`src/rtl/axil_pkg.sv`:
```
// Shared types and constants for the single-outstanding AXI-Lite initiator.
package axil_pkg;

  typedef enum logic [2:0] {
    IDLE,
    WR_ADDR,
    WR_RESP,
    RD_ADDR,
    RD_RESP
  } state_t;

  localparam logic [1:0] RESP_OKAY   = 2'b00;
  localparam logic [1:0] RESP_EXOKAY = 2'b01;
  localparam logic [1:0] RESP_SLVERR = 2'b10;
  localparam logic [1:0] RESP_DECERR = 2'b11;

  localparam logic [2:0] PROT_DEFAULT = 3'b000;

endpackage

```
`src/rtl/axil_timeout_ctr.sv`:
```
// Saturating transaction-age counter; hit is high while enabled and the count equals TIMEOUT.
module axil_timeout_ctr #(
  parameter int TIMEOUT = 8,
  parameter int TO_W    = 16
) (
  input  logic clk,
  input  logic rst,
  input  logic clr,
  input  logic en,
  output logic hit
);
  import axil_pkg::*;

  localparam logic [TO_W-1:0] LIMIT = TO_W'(TIMEOUT);

  logic [TO_W-1:0] count;

  always_ff @(posedge clk or posedge rst) begin
    if (rst) begin
      count <= '0;
    end else if (clr) begin
      count <= '0;
    end else if (en && (count != '1)) begin
      count <= count + TO_W'(1);
    end
  end

  assign hit = en && (count == LIMIT);

endmodule

```
`src/rtl/axil_initiator.sv`:
```
// Single-outstanding AXI-Lite master: one command in, one bus transaction, one response out.
module axil_initiator #(
  parameter int ADDR_W  = 32,
  parameter int TIMEOUT = 0,
  parameter int TO_W    = 16
) (
  input  logic              aclk,
  input  logic              areset,
  input  logic              cmd_valid,
  output logic              cmd_ready,
  input  logic              cmd_write,
  input  logic [ADDR_W-1:0] cmd_addr,
  input  logic [31:0]       cmd_wdata,
  input  logic [3:0]        cmd_wstrb,
  output logic              rsp_valid,
  input  logic              rsp_ready,
  output logic              rsp_write,
  output logic [31:0]       rsp_rdata,
  output logic [1:0]        rsp_resp,
  output logic              rsp_timeout,
  output logic              awvalid,
  input  logic              awready,
  output logic [ADDR_W-1:0] awaddr,
  output logic [2:0]        awprot,
  output logic              wvalid,
  input  logic              wready,
  output logic [31:0]       wdata,
  output logic [3:0]        wstrb,
  input  logic              bvalid,
  output logic              bready,
  input  logic [1:0]        bresp,
  output logic              arvalid,
  input  logic              arready,
  output logic [ADDR_W-1:0] araddr,
  output logic [2:0]        arprot,
  input  logic              rvalid,
  output logic              rready,
  input  logic [31:0]       rdata,
  input  logic [1:0]        rresp
);
  import axil_pkg::*;

  state_t state;
  logic   reported;
  logic   to_hit;
  logic   to_en;
  logic   cmd_fire;
  logic   aw_hs, w_hs, b_hs, ar_hs, r_hs;

  // Gating with areset keeps cmd_ready low while the reset is asserted.
  assign cmd_ready = !areset && (state == IDLE) && !rsp_valid;
  assign cmd_fire  = cmd_valid && cmd_ready;
  assign aw_hs     = awvalid && awready;
  assign w_hs      = wvalid && wready;
  assign b_hs      = bvalid && bready;
  assign ar_hs     = arvalid && arready;
  assign r_hs      = rvalid && rready;
  assign awprot    = PROT_DEFAULT;
  assign arprot    = PROT_DEFAULT;

  assign to_en = (TIMEOUT != 0) && (state != IDLE);

  axil_timeout_ctr #(
    .TIMEOUT(TIMEOUT),
    .TO_W   (TO_W)
  ) u_timeout (
    .clk(aclk),
    .rst(areset),
    .clr(cmd_fire),
    .en (to_en),
    .hit(to_hit)
  );

  always_ff @(posedge aclk or posedge areset) begin
    if (areset) begin
      state       <= IDLE;
      reported    <= 1'b0;
      awvalid     <= 1'b0;
      awaddr      <= '0;
      wvalid      <= 1'b0;
      wdata       <= '0;
      wstrb       <= '0;
      bready      <= 1'b0;
      arvalid     <= 1'b0;
      araddr      <= '0;
      rready      <= 1'b0;
      rsp_valid   <= 1'b0;
      rsp_write   <= 1'b0;
      rsp_rdata   <= '0;
      rsp_resp    <= '0;
      rsp_timeout <= 1'b0;
    end else begin
      if (rsp_valid && rsp_ready) begin
        rsp_valid <= 1'b0;
      end

      case (state)
        IDLE: begin
          if (cmd_fire) begin
            reported <= 1'b0;
            if (cmd_write) begin
              awaddr  <= cmd_addr;
              wdata   <= cmd_wdata;
              wstrb   <= cmd_wstrb;
              awvalid <= 1'b1;
              wvalid  <= 1'b1;
              state   <= WR_ADDR;
            end else begin
              araddr  <= cmd_addr;
              arvalid <= 1'b1;
              state   <= RD_ADDR;
            end
          end
        end
        WR_ADDR: begin
          if (aw_hs) awvalid <= 1'b0;
          if (w_hs)  wvalid  <= 1'b0;
          // A channel is finished if it already dropped or handshakes this cycle.
          if ((aw_hs || !awvalid) && (w_hs || !wvalid)) begin
            bready <= 1'b1;
            state  <= WR_RESP;
          end
        end
        WR_RESP: begin
          if (b_hs) begin
            bready <= 1'b0;
            state  <= IDLE;
          end
        end
        RD_ADDR: begin
          if (ar_hs) begin
            arvalid <= 1'b0;
            rready  <= 1'b1;
            state   <= RD_RESP;
          end
        end
        RD_RESP: begin
          if (r_hs) begin
            rready <= 1'b0;
            state  <= IDLE;
          end
        end
        default: state <= IDLE;
      endcase

      // A real bus response outranks a timeout landing in the same cycle; once
      // reported, a late bus response is swallowed without a second rsp.
      if (!reported) begin
        if (b_hs) begin
          rsp_valid   <= 1'b1;
          rsp_write   <= 1'b1;
          rsp_rdata   <= '0;
          rsp_resp    <= bresp;
          rsp_timeout <= 1'b0;
          reported    <= 1'b1;
        end else if (r_hs) begin
          rsp_valid   <= 1'b1;
          rsp_write   <= 1'b0;
          rsp_rdata   <= rdata;
          rsp_resp    <= rresp;
          rsp_timeout <= 1'b0;
          reported    <= 1'b1;
        end else if (to_hit) begin
          rsp_valid   <= 1'b1;
          rsp_write   <= (state == WR_ADDR) || (state == WR_RESP);
          rsp_rdata   <= '0;
          rsp_resp    <= RESP_OKAY;
          rsp_timeout <= 1'b1;
          reported    <= 1'b1;
        end
      end
    end
  end

endmodule

```
`config.mk`:
```
export PLATFORM = sky130hd
export DESIGN_NAME = axil_initiator
export DESIGN_NICKNAME = d
export VERILOG_FILES = /design/src/rtl/axil_pkg.sv /design/src/rtl/axil_timeout_ctr.sv /design/src/rtl/axil_initiator.sv
export SDC_FILE = /design/constraint.sdc
export NUM_CORES = 1
export LEC_CHECK = 0
export ABC_AREA = 1
export CAP_MARGIN = 20
export CORE_AREA = 2 2 127 129
export CTS_BUF_LIST = sky130_fd_sc_hd__clkbuf_16
export DETAILED_ROUTE_END_ITERATION = 12
export DIE_AREA = 0 0 129 131
export GPL_TIMING_DRIVEN = 0
export PLACE_DENSITY_LB_ADDON = 0.12
export SYNTH_ARGS = -nofsm -noshare
export SYNTH_HDL_FRONTEND = slang
export SYNTH_SLANG_ARGS = --single-unit
```
`constraint.sdc`:
```
create_clock -name aclk -period 5 [get_ports aclk]
set_input_delay 1 -clock aclk [delete_from_list [all_inputs] [get_ports aclk]]
set_output_delay 1 -clock aclk [all_outputs]
set_load 0.1 [all_outputs]
```
==> results summary <==
The overall track demand over capacity in global routing is 19.44%. Detailed placement finished with a half-perimeter wire length of 12,020 um. The number of antenna violations at the first check in global routing is 0. The sum of overflow across all layers after global routing came out at 0.

Ranked by total cell area, the synthesized netlist is headed by sky130_fd_sc_hd__dfrtp_1, sky130_fd_sc_hd__nand2_1, sky130_fd_sc_hd__nand3_1. In this run, the number of DRC markers left after iteration 0 of detailed routing was 248. The clock passes through at most 2 buffers. The final RePlAce weighted congestion came out at 0.8281. The average footprint of a synthesized cell came out at 8.747 um^2. Summing every instance area after synthesis gives 5756 um^2.

The number of max-slew violations in the final report came out at 0. The critical path is of the in2out type. The placeable core region is 15,600 um^2. During synthesis, Yosys emitted a total of 0 warnings. Sequential elements use 63.04% of the synthesized area. STA classifies the critical path endpoint as a primary output. Setup violations remaining at the end of the flow were counted as 0. The number of cells produced by synthesis came out at 658. The net total in the final layout is 1,052.

The first-pass iteration count of the detailed router came out at 5. In this run, post-CTS hold repair placed 0 buffers. The diode insertion count for antenna repair came out at 0. The fraction of final layout cells with drive strength greater than 1 is 5.895%. The die covers 16,900 um^2.

The total I/O pin count is 263. The final hold violation count is 0. The maximum number of pins on one net before global-route repair came out at 79. Clock-pin slew was measured on the worst setup and hold paths at 60 ps. Post-CTS repair changed the size of 0 cells. The routed design could run at a clock period as short as 4137 ps. The global-route wire length before repair came out at 25,390 um. The via count of the first global-routing pass is 4,930.

Summed over all instances, the cell type with the most area after synthesis is sky130_fd_sc_hd__dfrtp_1. The floorplan has 46 rows. The worst setup slack before clock tree synthesis came out at 812.3 ps.

Setup slack on the critical path of the routed design comes to 863.1 ps. STA classifies the critical path startpoint as an input pin. Timing would allow up to 0.2417 GHz. Input and output buffers added on the ports amount to 254. The detailed-route wire length is 16,420 um. The number of DRC violations after detailed routing came out at 0. The H-tree was split into 4 levels.

The cell sitting at the root of the clock tree is a sky130_fd_sc_hd__clkbuf_16. The maximum fanout encountered on the critical timing path is 3. The number of max-capacitance violations reported is 0.

The signed area change from the synthesized netlist to the final layout is 60.61%. Clock skew on the completed layout was measured at 7.331 ps. Counting every sink on the clock net gives 145. Once detail routing completed, the nets flagged for antenna violations numbered 0. Buffers added to address setup during post-CTS repair amount to 0. The die outline width is 129 um. For the worst-skew pair, the clock arrives at the later sink with an insertion delay of 410 ps. The count of unique library cells instantiated by Yosys came out at 23. TritonCTS built the clock tree. The starting utilization of the core area came out at 36.90%. The number of synthesized register bits came out at 145. The total clock buffers created by CTS is 17. The finished cells cover 9244 um^2.

The via count of the routed design is 5,248. In this run the biggest area consumer among cell types represents 63.04% of the synthesized area. Measured on the finished design, the core utilization comes to 59.27%. The relative slew slack came out at 30.76%.

The period utilization is 82.74%. Setup repair after global routing left no endpoint under its margin. The worst min-delay path category is reg2reg. The data arrival time of the worst path is 3140 ps. After detailed routing, the average wire length per cell comes to 14.08 um. The floorplan step set the die height to 131 um.

The measured slew at the worst slew-check pin came out at 1035 ps. The required time reported for the critical path endpoint came out at 4000 ps. The total cell area at the placement stage is 8623 um^2. The average via count per standard cell came out at 4.501. The flow ran to the end, and the final reports show no timing, DRC or antenna violations.
cell type report:
class                      count  area [um^2]
clock inverter                14        195.2
timing repair buffer         255         2570
fill                        1440         6354
clock buffer                  17        425.4
sequential                   145         3628
tap                          216        270.3
buffer                        41        209.0
multi-input combinational    464         1888
inverter                      14        57.56
critical path, stage by stage:
cell,delay [ps]
sky130_fd_sc_hd__clkdlybuf4s50_1,480
sky130_fd_sc_hd__nor2_1,220
sky130_fd_sc_hd__inv_1,100
sky130_fd_sc_hd__nor2_4,140
sky130_fd_sc_hd__clkdlybuf4s50_1,1180
registers in the layout (all words and copies together), names as in the netlist:
| name | flops |
|---|---|
| rsp_rdata | 32 |
| rsp_resp | 2 |
| wvalid | 1 |
| rready | 1 |
| wstrb | 4 |
| bready | 1 |
| rsp_write | 1 |
| awaddr | 32 |
| reported | 1 |
| arvalid | 1 |
| rsp_valid | 1 |
| awvalid | 1 |
| state | 3 |
| wdata | 32 |
| araddr | 32 |
through the flow:
step	hold WS, ps	cells	setup TNS [ps]
5_1_grt	492.4	1166	0
4_1_cts	480.0	1166	0
2_1_floorplan	479.2	664	0
6_report	475.6	1166	0
3_5_place_dp	464.1	1135	0
3_3_place_gp	461.7	1134	-314660
final timing paths:
| path | startpoint | end | slack (ps) | cells after the start |
|---|---|---|---|---|
| worst min-delay path | wdata[5] | wdata[5] | 480 | 2 |
| worst max register to register | state[0] | wdata[31] | 3190 | 8 |
| worst min register to register | wdata[5] | wdata[5] | 480 | 2 |
| worst max-delay path | areset | cmd_ready | 860 | 5 |
| max in group asynchronous | areset | wstrb[0] | 3100 | 3 |
| min in group asynchronous | areset | rsp_valid | 1090 | 2 |
placed cells by master, fill, tap and decap left out, types with 3 or more instances in the layout:
master                            synthesis  layout
sky130_fd_sc_hd__buf_2                   11      11
sky130_fd_sc_hd__clkinv_1                 0       5
sky130_fd_sc_hd__conb_1                   1       7
sky130_fd_sc_hd__nor2_1                  12      12
sky130_fd_sc_hd__buf_4                    7       7
sky130_fd_sc_hd__dfrtp_1                145     145
sky130_fd_sc_hd__bufinv_16                0       5
sky130_fd_sc_hd__nand3_1                 38      38
sky130_fd_sc_hd__nand2_1                358     358
sky130_fd_sc_hd__nor2_4                   3       3
sky130_fd_sc_hd__clkbuf_1                21      21
sky130_fd_sc_hd__clkbuf_16                0      17
sky130_fd_sc_hd__o21ai_0                 34      34
sky130_fd_sc_hd__clkdlybuf4s50_1          0     254
sky130_fd_sc_hd__inv_1                   12      11
synthesized netlist by cell type (all sizes together):
master and count:
nand2 359, dfrtp 145, nand3 39, o21ai 35
clkbuf 21, buf 20, nor2 15, inv 14
a21oi 3, a31oi 2, and3 1, conb 1
nand4 1, nor4 1, o31ai 1
logic make-up (layout without fill, tap and decap cells):
group                  Yosys count  after routing  synth area share (%)
AOI/OAI and AO/OA               41             41                 3.717
buffers and inverters           55            341                 4.543
DFF                            145            145                 63.04
other                            1              7               0.06515
and+or+nand+nor                416            416                 28.63
routing by layer:
| metal | GRT usage (%) | share of wire, % |
|---|---|---|
| met5 | 0 | 0 |
| met4 | 7.673 | 2.1 |
| met3 | 7.410 | 8.9 |
| met2 | 30.19 | 46 |
| met1 | 24.72 | 43 |
Power is left out: the tool's default activity adds up to more than one toggle a clock period on the data nets, which glitch-free logic cannot reach.
